==> src/rtl/id_alu_decode_if.sv <==
// Fetch/decode/execute handshake plus the decoded bundle handed to the ALU stage.
// master = fetch/execute side, slave = the decode stage.
interface id_alu_decode_if;
  logic        in_valid;
  logic        in_ready;
  logic [31:0] in_instr;
  logic [31:0] in_pc;
  logic        flush;
  logic        out_valid;
  logic        out_ready;
  logic [31:0] out_pc;
  logic [3:0]  alu_op;
  logic [1:0]  a_sel;
  logic [1:0]  b_sel;
  logic [31:0] imm;
  logic [4:0]  rs1;
  logic [4:0]  rs2;
  logic [4:0]  rd;
  logic        reg_write;
  logic        mem_read;
  logic        mem_write;
  logic        branch;
  logic        illegal;

  modport master (
    output in_valid, in_instr, in_pc, flush, out_ready,
    input  in_ready, out_valid, out_pc, alu_op, a_sel, b_sel, imm,
           rs1, rs2, rd, reg_write, mem_read, mem_write, branch, illegal
  );

  modport slave (
    input  in_valid, in_instr, in_pc, flush, out_ready,
    output in_ready, out_valid, out_pc, alu_op, a_sel, b_sel, imm,
           rs1, rs2, rd, reg_write, mem_read, mem_write, branch, illegal
  );
endinterface

==> src/rtl/id_alu_decode.sv <==
// Registered RV32I decode stage producing ALU control, operand selects and immediate.
// Optional macro ALU_DEC_SKID_EN adds a one-entry skid buffer with a registered in_ready.
module id_alu_decode #(
  parameter int              XLEN         = 32,
  parameter logic [XLEN-1:0] RESET_PC_OUT = '0
) (
  input  logic            clk,
  input  logic            rst,
  id_alu_decode_if.slave  bus
);
  localparam logic [6:0] OPC_OP     = 7'b0110011;
  localparam logic [6:0] OPC_OPIMM  = 7'b0010011;
  localparam logic [6:0] OPC_LUI    = 7'b0110111;
  localparam logic [6:0] OPC_AUIPC  = 7'b0010111;
  localparam logic [6:0] OPC_JAL    = 7'b1101111;
  localparam logic [6:0] OPC_JALR   = 7'b1100111;
  localparam logic [6:0] OPC_LOAD   = 7'b0000011;
  localparam logic [6:0] OPC_STORE  = 7'b0100011;
  localparam logic [6:0] OPC_BRANCH = 7'b1100011;

  localparam logic [3:0] ALU_ADD  = 4'b0000;
  localparam logic [3:0] ALU_SUB  = 4'b1000;
  localparam logic [3:0] ALU_SLT  = 4'b0010;
  localparam logic [3:0] ALU_SLTU = 4'b0011;

  localparam logic [1:0] A_RS1 = 2'd0, A_PC = 2'd1, A_ZERO = 2'd2;
  localparam logic [1:0] B_RS2 = 2'd0, B_IMM = 2'd1, B_FOUR = 2'd2;

  typedef struct packed {
    logic [XLEN-1:0] pc;
    logic [3:0]      alu_op;
    logic [1:0]      a_sel;
    logic [1:0]      b_sel;
    logic [XLEN-1:0] imm;
    logic [4:0]      rs1;
    logic [4:0]      rs2;
    logic [4:0]      rd;
    logic            reg_write;
    logic            mem_read;
    logic            mem_write;
    logic            branch;
    logic            illegal;
  } bundle_t;

  localparam int      BW        = $bits(bundle_t);
  localparam bundle_t RST_BUNDLE = bundle_t'({RESET_PC_OUT, {(BW-XLEN){1'b0}}});

  logic [31:0] w_ins;
  logic [6:0]  w_opc;
  logic [2:0]  w_f3;
  logic [6:0]  w_f7;
  logic [31:0] w_imm_i, w_imm_s, w_imm_b, w_imm_u, w_imm_j, w_shamt;
  logic        w_legal;
  bundle_t     w_dec;

  assign w_ins   = bus.in_instr;
  assign w_opc   = w_ins[6:0];
  assign w_f3    = w_ins[14:12];
  assign w_f7    = w_ins[31:25];
  assign w_imm_i = {{20{w_ins[31]}}, w_ins[31:20]};
  assign w_imm_s = {{20{w_ins[31]}}, w_ins[31:25], w_ins[11:7]};
  assign w_imm_b = {{19{w_ins[31]}}, w_ins[31], w_ins[7], w_ins[30:25], w_ins[11:8], 1'b0};
  assign w_imm_u = {w_ins[31:12], 12'b0};
  assign w_imm_j = {{11{w_ins[31]}}, w_ins[31], w_ins[19:12], w_ins[20], w_ins[30:21], 1'b0};
  assign w_shamt = {27'b0, w_ins[24:20]};

  always_comb begin
    w_dec     = '0;
    w_legal   = 1'b1;
    w_dec.pc  = bus.in_pc;
    w_dec.rs1 = w_ins[19:15];
    w_dec.rs2 = w_ins[24:20];
    w_dec.rd  = w_ins[11:7];
    case (w_opc)
      OPC_OP: begin
        w_dec.alu_op    = {w_f7[5], w_f3};
        w_dec.reg_write = 1'b1;
        w_legal = (w_f7 == 7'h00) ||
                  (w_f7 == 7'h20 && (w_f3 == 3'b000 || w_f3 == 3'b101));
      end
      OPC_OPIMM: begin
        w_dec.b_sel     = B_IMM;
        w_dec.reg_write = 1'b1;
        w_dec.alu_op    = {1'b0, w_f3};
        w_dec.imm       = w_imm_i;
        // shifts carry a 5-bit shamt; funct7 selects logical vs arithmetic right
        if (w_f3 == 3'b001) begin
          w_dec.imm = w_shamt;
          w_legal   = (w_f7 == 7'h00);
        end else if (w_f3 == 3'b101) begin
          w_dec.imm    = w_shamt;
          w_dec.alu_op = {w_f7[5], 3'b101};
          w_legal      = (w_f7 == 7'h00) || (w_f7 == 7'h20);
        end
      end
      OPC_LUI: begin
        w_dec.a_sel = A_ZERO; w_dec.b_sel = B_IMM; w_dec.imm = w_imm_u;
        w_dec.reg_write = 1'b1;
      end
      OPC_AUIPC: begin
        w_dec.a_sel = A_PC; w_dec.b_sel = B_IMM; w_dec.imm = w_imm_u;
        w_dec.reg_write = 1'b1;
      end
      OPC_JAL: begin
        w_dec.a_sel = A_PC; w_dec.b_sel = B_FOUR; w_dec.imm = w_imm_j;
        w_dec.reg_write = 1'b1; w_dec.branch = 1'b1;
      end
      OPC_JALR: begin
        w_dec.a_sel = A_PC; w_dec.b_sel = B_FOUR; w_dec.imm = w_imm_i;
        w_dec.reg_write = 1'b1; w_dec.branch = 1'b1;
        w_legal = (w_f3 == 3'b000);
      end
      OPC_LOAD: begin
        w_dec.b_sel = B_IMM; w_dec.imm = w_imm_i;
        w_dec.mem_read = 1'b1; w_dec.reg_write = 1'b1;
      end
      OPC_STORE: begin
        w_dec.b_sel = B_IMM; w_dec.imm = w_imm_s;
        w_dec.mem_write = 1'b1;
      end
      OPC_BRANCH: begin
        w_dec.imm = w_imm_b; w_dec.branch = 1'b1;
        case (w_f3[2:1])
          2'b00:   w_dec.alu_op = ALU_SUB;
          2'b10:   w_dec.alu_op = ALU_SLT;
          2'b11:   w_dec.alu_op = ALU_SLTU;
          default: w_legal = 1'b0;
        endcase
      end
      default: w_legal = 1'b0;
    endcase
    // illegal encodings keep the register fields but carry no side effects
    if (!w_legal) begin
      w_dec.alu_op    = ALU_ADD;
      w_dec.a_sel     = A_RS1;
      w_dec.b_sel     = B_RS2;
      w_dec.imm       = '0;
      w_dec.reg_write = 1'b0;
      w_dec.mem_read  = 1'b0;
      w_dec.mem_write = 1'b0;
      w_dec.branch    = 1'b0;
      w_dec.illegal   = 1'b1;
    end
  end

  bundle_t r_out;
  logic    r_out_valid;
  logic    w_in_ready;
  logic    w_acc;
  logic    w_out_free;

  assign w_acc      = bus.in_valid && w_in_ready;
  assign w_out_free = !r_out_valid || bus.out_ready;

`ifdef ALU_DEC_SKID_EN
  bundle_t r_skid;
  logic    r_skid_valid;

  // skid can only fill while stalled, and never accepts while full
  assign w_in_ready = !r_skid_valid;

  always_ff @(posedge clk or posedge rst) begin
    if (rst) begin
      r_out        <= RST_BUNDLE;
      r_out_valid  <= 1'b0;
      r_skid       <= RST_BUNDLE;
      r_skid_valid <= 1'b0;
    end else if (bus.flush) begin
      r_out_valid  <= 1'b0;
      r_skid_valid <= 1'b0;
    end else if (w_out_free) begin
      if (r_skid_valid) begin
        r_out        <= r_skid;
        r_out_valid  <= 1'b1;
        r_skid_valid <= 1'b0;
      end else if (w_acc) begin
        r_out       <= w_dec;
        r_out_valid <= 1'b1;
      end else begin
        r_out_valid <= 1'b0;
      end
    end else if (w_acc) begin
      r_skid       <= w_dec;
      r_skid_valid <= 1'b1;
    end
  end
`else
  assign w_in_ready = w_out_free;

  always_ff @(posedge clk or posedge rst) begin
    if (rst) begin
      r_out       <= RST_BUNDLE;
      r_out_valid <= 1'b0;
    end else if (bus.flush) begin
      r_out_valid <= 1'b0;
    end else if (w_acc) begin
      r_out       <= w_dec;
      r_out_valid <= 1'b1;
    end else if (bus.out_ready) begin
      r_out_valid <= 1'b0;
    end
  end
`endif

  assign bus.in_ready  = w_in_ready;
  assign bus.out_valid = r_out_valid;
  assign bus.out_pc    = r_out.pc;
  assign bus.alu_op    = r_out.alu_op;
  assign bus.a_sel     = r_out.a_sel;
  assign bus.b_sel     = r_out.b_sel;
  assign bus.imm       = r_out.imm;
  assign bus.rs1       = r_out.rs1;
  assign bus.rs2       = r_out.rs2;
  assign bus.rd        = r_out.rd;
  assign bus.reg_write = r_out.reg_write;
  assign bus.mem_read  = r_out.mem_read;
  assign bus.mem_write = r_out.mem_write;
  assign bus.branch    = r_out.branch;
  assign bus.illegal   = r_out.illegal;
endmodule

==> src/flat_wrapper.sv <==
// flat-port wrapper written by rule: the top's interface ports become plain ports
module id_alu_decode_flat 
#(
  parameter int              XLEN         = 32,
  parameter logic [XLEN-1:0] RESET_PC_OUT = '0
)
  (clk, rst, bus_in_valid, bus_in_instr, bus_in_pc, bus_flush, bus_out_ready, bus_in_ready, bus_out_valid, bus_out_pc, bus_alu_op, bus_a_sel, bus_b_sel, bus_imm, bus_rs1, bus_rs2, bus_rd, bus_reg_write, bus_mem_read, bus_mem_write, bus_branch, bus_illegal);
  id_alu_decode_if bus_i ();
  input  logic clk;
  input  logic rst;
  input wire logic [$bits(bus_i.in_valid)-1:0] bus_in_valid;
  input wire logic [$bits(bus_i.in_instr)-1:0] bus_in_instr;
  input wire logic [$bits(bus_i.in_pc)-1:0] bus_in_pc;
  input wire logic [$bits(bus_i.flush)-1:0] bus_flush;
  input wire logic [$bits(bus_i.out_ready)-1:0] bus_out_ready;
  output wire logic [$bits(bus_i.in_ready)-1:0] bus_in_ready;
  output wire logic [$bits(bus_i.out_valid)-1:0] bus_out_valid;
  output wire logic [$bits(bus_i.out_pc)-1:0] bus_out_pc;
  output wire logic [$bits(bus_i.alu_op)-1:0] bus_alu_op;
  output wire logic [$bits(bus_i.a_sel)-1:0] bus_a_sel;
  output wire logic [$bits(bus_i.b_sel)-1:0] bus_b_sel;
  output wire logic [$bits(bus_i.imm)-1:0] bus_imm;
  output wire logic [$bits(bus_i.rs1)-1:0] bus_rs1;
  output wire logic [$bits(bus_i.rs2)-1:0] bus_rs2;
  output wire logic [$bits(bus_i.rd)-1:0] bus_rd;
  output wire logic [$bits(bus_i.reg_write)-1:0] bus_reg_write;
  output wire logic [$bits(bus_i.mem_read)-1:0] bus_mem_read;
  output wire logic [$bits(bus_i.mem_write)-1:0] bus_mem_write;
  output wire logic [$bits(bus_i.branch)-1:0] bus_branch;
  output wire logic [$bits(bus_i.illegal)-1:0] bus_illegal;
  assign bus_i.in_valid = bus_in_valid;
  assign bus_i.in_instr = bus_in_instr;
  assign bus_i.in_pc = bus_in_pc;
  assign bus_i.flush = bus_flush;
  assign bus_i.out_ready = bus_out_ready;
  assign bus_in_ready = bus_i.in_ready;
  assign bus_out_valid = bus_i.out_valid;
  assign bus_out_pc = bus_i.out_pc;
  assign bus_alu_op = bus_i.alu_op;
  assign bus_a_sel = bus_i.a_sel;
  assign bus_b_sel = bus_i.b_sel;
  assign bus_imm = bus_i.imm;
  assign bus_rs1 = bus_i.rs1;
  assign bus_rs2 = bus_i.rs2;
  assign bus_rd = bus_i.rd;
  assign bus_reg_write = bus_i.reg_write;
  assign bus_mem_read = bus_i.mem_read;
  assign bus_mem_write = bus_i.mem_write;
  assign bus_branch = bus_i.branch;
  assign bus_illegal = bus_i.illegal;
  id_alu_decode #(.XLEN(XLEN), .RESET_PC_OUT(RESET_PC_OUT)) u_core (.clk(clk), .rst(rst), .bus(bus_i));
endmodule
==> config.mk <==
export PLATFORM = sky130hd
export DESIGN_NAME = id_alu_decode_flat
export DESIGN_NICKNAME = d
export VERILOG_FILES = /design/src/rtl/id_alu_decode_if.sv /design/src/rtl/id_alu_decode.sv /design/src/flat_wrapper.sv
export SDC_FILE = /design/constraint.sdc
export NUM_CORES = 1
export LEC_CHECK = 0
export ABC_AREA = 1
export BUFFER_PORTS_ARGS = -buffer_cell sky130_fd_sc_hd__buf_2
export CAP_MARGIN = 25
export CORE_ASPECT_RATIO = 0.6
export CORE_MARGIN = 2
export CORE_UTILIZATION = 35
export CTS_BUF_LIST = sky130_fd_sc_hd__clkbuf_8 sky130_fd_sc_hd__clkbuf_16
export CTS_CLUSTER_SIZE = 14
export DETAILED_ROUTE_END_ITERATION = 7
export GPL_TIMING_DRIVEN = 0
export PLACE_DENSITY = 0.71
export SKIP_LAST_GASP = 1
export SYNTH_ARGS = -nofsm -noshare
export SYNTH_HDL_FRONTEND = slang
export SYNTH_SLANG_ARGS = --single-unit
==> constraint.sdc <==
create_clock -name clk -period 3.5 [get_ports clk]
set_input_delay 0.175 -clock clk [delete_from_list [all_inputs] [get_ports clk]]
set_output_delay 0.175 -clock clk [all_outputs]
set_load 0.05 [all_outputs]
==> flow_metrics.env <==
export IMPL_outcome="complete, no violations"
export IMPL_drive_gt1_share_pct=30.13
export IMPL_crit_path_cell_trace="inv_1, nor2_1, inv_1, nand2_1, buf_2, clkbuf_1, nand2_1, nand2_1"
export IMPL_portBuffers=162
export IMPL_criticalPathCategory="reg2reg"
export IMPL_ir_worst_vdd_uv=257.9
export IMPL_area_delta_synth_final_pct=31.14
export IMPL_yosysSeqAreaShare_pct=52.71
export IMPL_htree_levels=3
export IMPL_p_leak_nw=3.502
export IMPL_tns_ps=0
export IMPL_die_h_um=91
export IMPL_end_kind="flip-flop"
export IMPL_finalPower_mw=2.871
export IMPL_cp_max_fo=10
export IMPL_dieArea_sq_mm=0.01356
export IMPL_ys_warn_count=0
export IMPL_cpMostUsedCell="nand2_1"
export IMPL_clock_path_buffers=2
export IMPL_hpwl_mm=9.954
export IMPL_final_common_cell="nand2_1"
export IMPL_hold_path_class="in2reg"
export IMPL_cp_slowest_stage_delay_ps=550
export IMPL_tightest_slew_ps=684.4
export IMPL_gp_congestion=0.9927
export IMPL_startpoint_type="flip-flop"
export IMPL_drt_iter0_drc=250
export IMPL_drc_errors=0
export IMPL_ys_seq_elements=93
export IMPL_cts_num_sinks=93
export IMPL_power_density_mw_per_mm2=495.9
export IMPL_grt_overflow=0
export IMPL_fin_skew_ps=4.668
export IMPL_final_hold_violation_count=0
export IMPL_arrival_ps=2020
export IMPL_cpLargestDelayFamily="buffers and inverters"
export IMPL_min_period_ps=1738
export IMPL_cts_tree="done"
export IMPL_nets=814
export IMPL_fillCellCount=1212
export IMPL_vias=4233
export IMPL_crit_slowest_cell="clkbuf_1"
export IMPL_grt_pass1_vias=3963
export IMPL_clockRootBuffer="clkbuf_16"
export IMPL_via_per_inst=4.626
export IMPL_clk_latency_ps=350
export IMPL_grt_setup_unrepaired="no"
export IMPL_slew_headroom_pct=54.37
export IMPL_chipWidth_um=149.0
export IMPL_diodes=0
export IMPL_core_sq_mm=0.01218
export IMPL_dr_pass1_iters=5
export IMPL_avgSynthCellArea_sq_um=7.760
export IMPL_clk_pin_slew_worst_paths_ps=70
export IMPL_antenna_found_initial=0
export IMPL_wl_per_cell_um=14.14
export IMPL_final_cell_mix="287 x nand2_1, 170 x buf_2, 93 x dfrtp_1, 50 x nand3_1, 28 x inv_1"
export IMPL_fmax_mhz=575.4
export IMPL_post_route_period_util_pct=49.66
export IMPL_slew_viol_final=0
export IMPL_rows=31
export IMPL_ios=163
export IMPL_reg2reg_slack_ps=1760
export IMPL_initial_core_util_pct=36.25
export IMPL_syn_area_sq_mm=0.004415
export IMPL_grt_max_degree=73
export IMPL_post_cts_buffers=0
export IMPL_syn_nets=638
export IMPL_setup_viol=0
export IMPL_cts_buffers=9
export IMPL_crit_buf_inv=4
export IMPL_wl_mm=12.94
export IMPL_ant_nets=0
export IMPL_maxCapViolCount=0
export IMPL_grt_total_usage_pct=19.75
export IMPL_synthCells=569
export IMPL_yosys_cell_types_count=22
export IMPL_grt_pass1_wl_mm=20.65
export IMPL_cp_data_required_time_ps=3780
[logic make-up after synthesis]
family          count (synthesis)  synth area share, %
simple gates                  396                38.42
flops                          93                52.71
buf+inv                        60                6.517
compound gates                 20                2.352
[sequential cells by signal, indices dropped and copies added (netlist names), 2 cells and up]
signal,cells
u_core.bus.alu_op,4
u_core.bus.out_pc,32
u_core.bus.b_sel,2
u_core.bus.rs2,5
u_core.bus.imm,32
u_core.bus.a_sel,2
u_core.bus.rs1,5
u_core.bus.rd,5
[cells in the mapped netlist (all sizes together)]
| cell type | count | area share [%] |
|---|---|---|
| nand2 | 291 | 25 |
| dfrtp | 93 | 53 |
| nand3 | 64 | 8.8 |
| inv | 34 | 2.9 |
| nor2 | 32 | 3.3 |
| buf | 17 | 2.9 |
| o21ai | 15 | 1.7 |
| clkbuf | 9 | 0.77 |
| nand4 | 5 | 0.71 |
| a21oi | 3 | 0.34 |
| nor3 | 3 | 0.34 |
| nand3b | 1 | 0.17 |
| o22ai | 1 | 0.14 |
| o31ai | 1 | 0.17 |
[power by group]
part           leakage (nW)  total, mW  switching (mW)  internal, mW
Clock                 0.149       1.01           0.431         0.578
Combinational          2.13      0.659           0.508         0.151
Sequential             1.22       1.20          0.0444          1.16
Total                  3.50       2.87           0.983          1.89
[routing by layer]
metal	up-vias	global-route usage (%)	part of all wire (%)
met5	-	0	0
met4	0	4.762	1.2
met3	11	6.884	11
met2	179	26.23	38
met1	1915	30.23	51
li1	2128	-	-
[final timing paths]
kind	from	endpoint	depth (start not counted)
max in group asynchronous	rst	u_core.bus.imm[16]	4
worst min register to register	u_core.bus.out_pc[14]	u_core.bus.out_pc[14]	2
min in group asynchronous	rst	u_core.bus.out_pc[26]	3
worst max-delay path	u_core.bus.out_valid	u_core.bus.imm[10]	8
worst min-delay path	bus_in_pc[2]	u_core.bus.out_pc[2]	3
worst max register to register	u_core.bus.out_valid	u_core.bus.imm[10]	8
[worst register-to-register path, delay by kind of cell, from the launching register on]
kind | cells | cell delay (ps)
buf+inv | 4 | 890
flops | 1 | 350
simple gates | 4 | 440
[area by class of cell]
class | count | area (sq um) | area share (%)
multi-input cells | 416 | 1800 | 31.09
well taps | 165 | 206.4 | 3.565
plain buffers | 26 | 160.2 | 2.766
repair buffers | 165 | 858.3 | 14.82
clock inverters | 6 | 68.82 | 1.188
clock buffers | 10 | 239.0 | 4.127
flip-flops and latches | 93 | 2327 | 40.19
inverters | 34 | 130.1 | 2.247
[timing repair]
action                    in CTS  in global routing
resized for setup              0                  0
hold endpoints to repair      22                  0
hold buffers                   2                  0
[through the flow]
step                cell area, sq um  instances  util [%]  worst slack (ps)  hold WS [ps]
global placement                5433        896     44.61            -244.1         341.5
global route                    5791        915     47.54              1612         10.49
CTS                             5791        915     47.54              1800         5.598
floorplan                       4415        569         -             904.7         238.1
detailed placement              5463        897     44.85              1812         155.4
finish                          5791        915     47.54              1762         15.89
No activity file was read; power rests on OpenSTA's default activity.
